**config.mk**
```make
export PLATFORM = sky130hd
export DESIGN_NAME = vn_sched
export DESIGN_NICKNAME = d
export VERILOG_FILES = /design/src/rtl/vn_sched_pkg.sv /design/src/rtl/vn_sched_addr_gen.sv /design/src/rtl/vn_sched.sv
export SDC_FILE = /design/constraint.sdc
export NUM_CORES = 1
export LEC_CHECK = 0
export BUFFER_PORTS_ARGS = -buffer_cell sky130_fd_sc_hd__buf_2
export CAP_MARGIN = 5
export CORE_UTILIZATION = 52
export CTS_CLUSTER_DIAMETER = 120
export DETAILED_ROUTE_END_ITERATION = 7
export PLACE_DENSITY = 0.75
export SKIP_CTS_REPAIR_TIMING = 1
export SLEW_MARGIN = 10
export SYNTH_ARGS = -nofsm -noshare
export SYNTH_HDL_FRONTEND = slang
export SYNTH_SLANG_ARGS = --single-unit
```
**constraint.sdc**
```tcl
create_clock -name clk -period 2.18 [get_ports clk]
set_clock_uncertainty 0.2 [all_clocks]
set_input_delay 0.109 -clock clk [delete_from_list [all_inputs] [get_ports clk]]
set_output_delay 0.109 -clock clk [all_outputs]
set_load 0.05 [all_outputs]
```
**src/rtl/vn_sched_pkg.sv**
```systemverilog
// Shared decoder constants and the variable-node scheduler state encoding.
package vn_sched_pkg;

  localparam int unsigned NUM_VN_DEF = 64;
  localparam int unsigned ADDR_W_DEF = 6;
  localparam int unsigned MSG_W      = 11;
  localparam int unsigned ITER_W_DEF = 5;

  typedef enum logic [2:0] {
    IDLE,
    VN_PASS,
    VN_DRAIN,
    CN_WAIT,
    CHECK,
    FIN
  } vn_state_e;

endpackage

```
**src/rtl/vn_sched_addr_gen.sv**
```systemverilog
// Node address counter for a variable-node pass, plus the write address
// delayed by one cycle to line up with the RAM read latency.
module vn_sched_addr_gen
  import vn_sched_pkg::*;
#(
  parameter int unsigned NUM_VN = NUM_VN_DEF,
  parameter int unsigned ADDR_W = ADDR_W_DEF
) (
  input  logic              clk,
  input  logic              rst_n,
  input  logic              pass_c,
  output logic              rd_en,
  output logic [ADDR_W-1:0] rd_addr,
  output logic              wr_en,
  output logic [ADDR_W-1:0] wr_addr,
  output logic              last_c
);

  logic              rd_en_q, rd_en_d;
  logic [ADDR_W-1:0] rd_addr_q, rd_addr_d;
  logic              wr_en_q, wr_en_d;
  logic [ADDR_W-1:0] wr_addr_q, wr_addr_d;

  // Counter restarts at 0 whenever a pass is entered (rd_en was low before).
  always_comb begin
    rd_en_d   = pass_c;
    rd_addr_d = '0;
    if (pass_c && rd_en_q) rd_addr_d = rd_addr_q + ADDR_W'(1);
    wr_en_d   = rd_en_q;
    wr_addr_d = rd_addr_q;
  end

  always_ff @(posedge clk or negedge rst_n) begin
    if (!rst_n) begin
      rd_en_q   <= 1'b0;
      rd_addr_q <= '0;
      wr_en_q   <= 1'b0;
      wr_addr_q <= '0;
    end else begin
      rd_en_q   <= rd_en_d;
      rd_addr_q <= rd_addr_d;
      wr_en_q   <= wr_en_d;
      wr_addr_q <= wr_addr_d;
    end
  end

  assign last_c  = rd_en_q && (rd_addr_q == ADDR_W'(NUM_VN - 1));
  assign rd_en   = rd_en_q;
  assign rd_addr = rd_addr_q;
  assign wr_en   = wr_en_q;
  assign wr_addr = wr_addr_q;

endmodule

```
**src/rtl/vn_sched.sv**
```systemverilog
// Iteration scheduler for a time-shared variable-node datapath: sweeps all
// nodes, launches the check-node pass, and stops on syndrome OK or limit.
module vn_sched
  import vn_sched_pkg::*;
#(
  parameter int unsigned NUM_VN = NUM_VN_DEF,
  parameter int unsigned ADDR_W = ADDR_W_DEF,
  parameter int unsigned ITER_W = ITER_W_DEF
) (
  input  logic              clk,
  input  logic              rst_n,
  input  logic              start,
  input  logic [ITER_W-1:0] max_iter,
  input  logic              cn_done,
  input  logic              syn_ok,
  output logic              rd_en,
  output logic [ADDR_W-1:0] rd_addr,
  output logic              wr_en,
  output logic [ADDR_W-1:0] wr_addr,
  output logic              cn_start,
  output logic              busy,
  output logic              done,
  output logic              converged,
  output logic [ITER_W-1:0] iter_cnt
);

  vn_state_e         state_q, state_d;
  logic [ITER_W-1:0] limit_q, limit_d;
  logic [ITER_W-1:0] iter_q, iter_d;
  logic              conv_q, conv_d;
  logic              syn_q, syn_d;
  logic              cn_start_q, cn_start_d;
  logic              busy_q, busy_d;
  logic              done_q, done_d;
  logic              pass_c;
  logic              last_c;

  always_comb begin
    state_d = state_q;
    limit_d = limit_q;
    iter_d  = iter_q;
    conv_d  = conv_q;
    syn_d   = syn_q;
    case (state_q)
      IDLE: begin
        if (start) begin
          // A zero limit still runs one iteration.
          limit_d = (max_iter == '0) ? ITER_W'(1) : max_iter;
          iter_d  = '0;
          conv_d  = 1'b0;
          syn_d   = 1'b0;
          state_d = VN_PASS;
        end
      end
      VN_PASS:  if (last_c) state_d = VN_DRAIN;
      VN_DRAIN: state_d = CN_WAIT;
      CN_WAIT: begin
        if (cn_done) begin
          syn_d   = syn_ok;
          iter_d  = iter_q + ITER_W'(1);
          state_d = CHECK;
        end
      end
      CHECK: begin
        if (syn_q) begin
          conv_d  = 1'b1;
          state_d = FIN;
        end else if (iter_q == limit_q) begin
          state_d = FIN;
        end else begin
          state_d = VN_PASS;
        end
      end
      FIN:     state_d = IDLE;
      default: state_d = IDLE;
    endcase

    // Status outputs are registered from the next state so they align with it.
    pass_c     = (state_d == VN_PASS);
    cn_start_d = (state_q == VN_DRAIN);
    busy_d     = (state_d == VN_PASS) || (state_d == VN_DRAIN) ||
                 (state_d == CN_WAIT) || (state_d == CHECK);
    done_d     = (state_d == FIN);
  end

  always_ff @(posedge clk or negedge rst_n) begin
    if (!rst_n) begin
      state_q    <= IDLE;
      limit_q    <= '0;
      iter_q     <= '0;
      conv_q     <= 1'b0;
      syn_q      <= 1'b0;
      cn_start_q <= 1'b0;
      busy_q     <= 1'b0;
      done_q     <= 1'b0;
    end else begin
      state_q    <= state_d;
      limit_q    <= limit_d;
      iter_q     <= iter_d;
      conv_q     <= conv_d;
      syn_q      <= syn_d;
      cn_start_q <= cn_start_d;
      busy_q     <= busy_d;
      done_q     <= done_d;
    end
  end

  vn_sched_addr_gen #(
    .NUM_VN (NUM_VN),
    .ADDR_W (ADDR_W)
  ) u_addr_gen (
    .clk     (clk),
    .rst_n   (rst_n),
    .pass_c  (pass_c),
    .rd_en   (rd_en),
    .rd_addr (rd_addr),
    .wr_en   (wr_en),
    .wr_addr (wr_addr),
    .last_c  (last_c)
  );

  assign cn_start  = cn_start_q;
  assign busy      = busy_q;
  assign done      = done_q;
  assign converged = conv_q;
  assign iter_cnt  = iter_q;

endmodule

```
# Word-level counts from Yosys, hierarchy flattened
# Index checks and enable logic that the tools add are counted.
dict set report totals {
  register_bits 32
  inputBits 10
  out_inout_bits 23
}
dict set report op_classes {
  addsub 2
  n_eq_ne 14
  muxes 16
  reduce_logical 12
}
# cell count
set ops {}
lappend ops {{3-bit two-way mux} 5}
lappend ops {{5-bit two-way mux} 3}
lappend ops {{3-bit one-hot mux with 5 select lines} 1}
lappend ops {{3-bit by 2-bit == test with 1-bit output (second input constant)} 4}
lappend ops {{5-bit one-hot mux with 2 select lines} 1}
lappend ops {{3-bit == test (second input constant)} 3}
lappend ops {{6-bit by 1-bit adder with 6-bit output (second input constant)} 1}
lappend ops {{3-bit by 1-bit == test with 1-bit output (second input constant)} 2}
lappend ops {{6-bit == test (second input constant)} 1}
lappend ops {{6-bit two-way mux} 1}
lappend ops {{2-bit inequality test (second input constant)} 3}
lappend ops {{3-bit AND reduction} 2}
lappend ops {{5-bit by 1-bit adder with 5-bit output (second input constant)} 1}
lappend ops {{5-bit == test} 1}
lappend ops {{5-bit zero test} 1}
lappend ops {{1-bit one-hot mux with 2 select lines} 2}
lappend ops {{2-bit nonzero test} 2}
lappend ops {{3-bit zero test} 1}
lappend ops {{1-bit logical OR} 3}
lappend ops {{1-bit two-way mux} 3}
lappend ops {{1-bit logical AND} 2}
lappend ops {{2-bit AND reduction} 1}

# Longest topological paths before layout
dict set report logic_depth {
  ltp_word 8
  ltp_mapped 6
  depth_no_buf 5
}

# Cells and area by module
# Synthesis repeated with hierarchy kept, for this count alone.
dict set report hier_totals {
  cells_unflattened 107
  area_unflattened_um2 1350.0
}
# mod n_inst cells_each area_each_um2 seq_area_each_um2
set modules_own_cells {}
lappend modules_own_cells {vn_sched 1 75 890.9 450.4}
lappend modules_own_cells {vn_sched_addr_gen 1 32 459.2 350.3}

# Worst setup path before layout
# OpenSTA, ideal clock, no wires.
dict set report synth_timing {
  path_kind {reg-to-reg}
  startpoint {reg u_addr_gen.rd_addr_q[0] (netlist: u_addr_gen.rd_addr[0])}
  endpoint {reg u_addr_gen.rd_addr_q[2] (netlist: u_addr_gen.rd_addr[2])}
  arrival_ns 1.683
  required_ns 1.884
  slack_ns 0.201
  path_stages_with_launch 6
  n_path_buf 0
  period_less_slack_ns 1.979
  path_cell_list {dfrtp_1 ha_1 and3_1 and4_4 o22a_4 nor4_2}
}
dict set report synth_between {
  elab_chain_cells 7
  word_cells_on_any_way 8
}
# element line_no
set synth_rtl {}
lappend synth_rtl {{start, declared} vn_sched_addr_gen.sv:20} ;# logic [ADDR_W-1:0] rd_addr_q, rd_addr_d;
lappend synth_rtl {{start signal, assigned} vn_sched_addr_gen.sv:41} ;# rd_addr_q <= rd_addr_d;
lappend synth_rtl {{6-bit == test} vn_sched_addr_gen.sv:47} ;# assign last_c = rd_en_q && (rd_addr_q == ADDR_W'(NUM_VN - 1));
lappend synth_rtl {{1-bit logical AND} vn_sched_addr_gen.sv:47}
lappend synth_rtl {{3-bit two-way mux} vn_sched.sv:55} ;# VN_PASS: if (last_c) state_d = VN_DRAIN;
lappend synth_rtl {{3-bit one-hot mux with 5 select lines} vn_sched.sv:44} ;# case (state_q)
lappend synth_rtl {{3-bit by 1-bit == test with 1-bit output} vn_sched.sv:79} ;# pass_c = (state_d == VN_PASS);
lappend synth_rtl {{1-bit logical AND} vn_sched_addr_gen.sv:28} ;# if (pass_c && rd_en_q) rd_addr_d = rd_addr_q + ADDR_W'(1);
lappend synth_rtl {{6-bit two-way mux (*)} vn_sched_addr_gen.sv:28}
lappend synth_rtl {{via u_addr_gen.rd_addr_d[2]} vn_sched_addr_gen.sv:20}
# The timed path passes the listed nets; every way through them passes the cells marked *.
# A chain may end at the register's enable or synchronous reset.

# Worst setup path after layout
dict set report layout_timing {
  startpoint {reg state_q[0]}
  endpoint {reg limit_q[3]}
}
dict set report layout_between {
  elab_chain_cells 2
}
# element line_no
set layout_rtl {}
lappend layout_rtl {{start, declared} vn_sched.sv:27} ;# vn_state_e state_q, state_d;
lappend layout_rtl {{start signal, assigned} vn_sched.sv:97} ;# state_q <= state_d;
lappend layout_rtl {{3-bit zero test} vn_sched.sv:44}
lappend layout_rtl {{2-bit AND reduction (no line)} -}
lappend layout_rtl {{end signal, assigned} vn_sched.sv:98} ;# limit_q <= limit_d;
lappend layout_rtl {{end, declared} vn_sched.sv:28} ;# logic [ITER_W-1:0] limit_q, limit_d;
# No other way between the ends.

==> out/qor.yml <==
synth:
  ys_types: 32
  synthesis.instances: 114
  synthXorXnorAreaFrac_pct: 7.254
  synth_top_family_by_area: "simple AND/OR/NAND/NOR gates"
  synth-seq-area-share_pct: 55.27
  ys_seq_elements: 32
  syn_nets: 126
  synth_adder_area_share_pct: 1.727
  syn_area_sq_um: 1449
  synthMuxAreaShare_pct: 4.404
  syn_area_per_cell_sq_um: 12.71
  yosys_warnings: 0
  synth-simple-area-share_pct: 22.45
  synth_compound_area_share_pct: 5.268
power_and_ir_drop:
  power_leakage_uw: 0.0008139
  power.density_nw_per_um2: 1355
  p_sw_share_pct: 46.05
  intPower_uw: 1283
  seq_power_share_pct: 39.8
  worst_ir_drop_vdd_mv: 1.375
  p_comb_share_pct: 45.3
  p_clk_share_pct: 14.9
  p_sw_uw: 1095
floorplan:
  initial_core_util_pct: 56.93
  die_y_um: 54.79
  die_w_um: 54.79
  die-area_sq_um: 3001
  ios: 33
  core_sq_um: 2545
  rows: 18
critical_path:
  ff2ff_setup_slack_ps: 300
  crit_fanout: 9
  critPathLaunchType: "register"
  required_ps: 2200
  end_kind: "register"
  cp_data_arrival_time_ps: 1900
  r2r_start: "state_q[0]"
  r2r_cells: 2
  path_class: "register to register"
  r2r_end: "limit_q[3]"
  crit_path_end: "limit_q[3]"
  crit_start: "state_q[0]"
cells_and_area:
  antennaDiodeCount: 0
  final_cell_mix: "dfrtp_1, buf_2, nand2_1, nor2_1, dlygate4sd3_1"
  layout-drive-gt1-share_pct: 37.11
  nets: 170
  synthToLayoutAreaGrowth_pct: 21.07
timing:
  fin_crit_ps: 1882
  tightestPinTransition_ps: 696.8
  finalMaxSlewViolations: 0
  setup_viol: 0
  fmax_ghz: 0.5313
  fin_crit_sh_pct: 86.33
  setup_tns_ps: 0
  slew_headroom_pct: 53.55
  rsz0062_at_grt: "no"
  hold_violations: 0
  hold_slack_ps: 144.2
clock_network:
  clkLatencyLatePin_ps: 330
  cts-buffers-inserted: 5
  clockBufferDepth: 2
  cts_root_buf: "clkbuf_4"
  numClockSinks: 32
  cts_tree: "built"
  cts-htree-levels: 2
  cts.clk_slew.worst_paths_ps: 100
drt:
  drc_errors: 0
  drt_iter0_markers: 16
  vias: 976
  drt_wl_total_um: 2671
  ant_nets: 0
  wl_per_cell_um: 14.13
  via_per_inst: 5.164
  firstDrtPassIters: 4
grt:
  gr-total-overflow: 0
  grt_max_degree: 33
  antenna_found_initial: 0
  grt_pass1_vias: 937
  grt_pass1_wl_um: 4195
  grt_usage_pct: 20.83
run:
  maxCapViolCount: 0
placed_design:
  port_buffers: 32
  dp.final_hpwl_um: 1813
  gp_congestion: 0.7379
status:
  status: "complete, no violations"
min_path:
  hp-class: "input port to asynchronous set/reset pin"
==> power groups by stage <==
stage                     clock network (uW)  registers, uW  logic [uW]
after CTS                                368            948        1080
after global placement                     0            951        1050
final                                    355            947        1080
after floorplan                            0           1390         404
after global routing                     397            980        1150
after detailed placement                   0            959        1070
==> per-stage QoR <==
| stage | utilization (%) | instance area [sq um] | std cells | setup slack (ps) | total power (uW) |
|---|---|---|---|---|---|
| after floorplan | - | 1449 | 114 | 201.0 | 1797 |
| after global placement | 62.93 | 1602 | 172 | 359.0 | 1999 |
| after detailed placement | 62.93 | 1602 | 172 | 303.1 | 2032 |
| after CTS | 65.39 | 1664 | 180 | 302.4 | 2392 |
| after global routing | 68.93 | 1754 | 189 | 198.9 | 2528 |
| final | 68.93 | 1754 | 189 | 298.0 | 2378 |
==> registers in the layout (all words and copies together), names as in the netlist, 3 cells and up <==
signal,cells
iter_cnt,5
limit_q,5
u_addr_gen.wr_addr,6
state_q,3
u_addr_gen.rd_addr,6
==> cell families (layout without fill, tap and decap cells) <==
kind of cell / Yosys count / count (layout)
compound gates: 10 / 10
xor+xnor: 12 / 12
fa+ha+maj: 2 / 2
buf+inv: 5 / 50
flops: 32 / 32
mux: 5 / 5
simple gates: 48 / 48
==> layer usage <==
layer | vias up | part of all wire [%] | global-route usage (%)
li1 | 478 | - | -
met1 | 458 | 46 | 26.36
met2 | 32 | 47 | 30.72
met3 | 8 | 4.3 | 6.667
met4 | 0 | 2.2 | 12.39
met5 | - | 0 | 0
==> worst max-delay path: stages, from the launching register on <==
cell and delay (ps):
dfrtp_1 550, nor4b_4 620, mux2_2 400
==> cell type report <==
class                           instances  area, sq um
Multi-Input combinational cell         77        595.6
Sequential cell                        32        800.8
Clock inverter                          1        7.507
Tap cell                               30        37.54
Clock buffer                            7        55.05
Fill cell                             205        790.8
Timing Repair Buffer                   42        257.7
==> cells in the mapped netlist <==
cell      count  area, sq um
dfrtp_1      32        800.8
nand2_1      11        41.29
nor2_1       11        41.29
xnor2_1       8        70.07
nor4_2        5        62.56
a21oi_1       4        20.02
buf_6         4        45.04
xor2_1        4        35.03
mux2_2        3        33.78
nand2b_1      3        18.77
nand3_1       3        15.01
o21ai_0       3        15.01
ha_1          2        25.02
mux2_4        2        30.03
nand4_1       2        12.51
a22oi_1       1        7.510
and3_1        1        6.260
and4_4        1        11.26
and4b_1       1        10.01
buf_4         1        7.510
nand4_2       1        12.51
nor2_8        1        20.02
nor2b_2       1        8.760
nor3_1        1        5.000
nor3_2        1        10.01
nor3b_1       1        7.510
nor4_1        1        6.260
nor4b_4       1        23.77
o21ai_4       1        16.27
o22a_4        1        17.52
or2_1         1        6.260
or2_2         1        6.260
==> worst min path at each step <==
stage,depth (start not counted),startpoint,endpoint,slack (ps)
finish,2,rst_n,u_addr_gen.rd_addr[3],140
global route,2,rst_n,u_addr_gen.wr_addr[4],220
CTS,1,rst_n,u_addr_gen.rd_addr[3],-380
detailed placement,1,rst_n,u_addr_gen.wr_addr[4],-7
global placement,1,rst_n,u_addr_gen.wr_addr[4],-10
floorplan,0,rst_n,busy,-390
(Power assumes the default switching activity.)
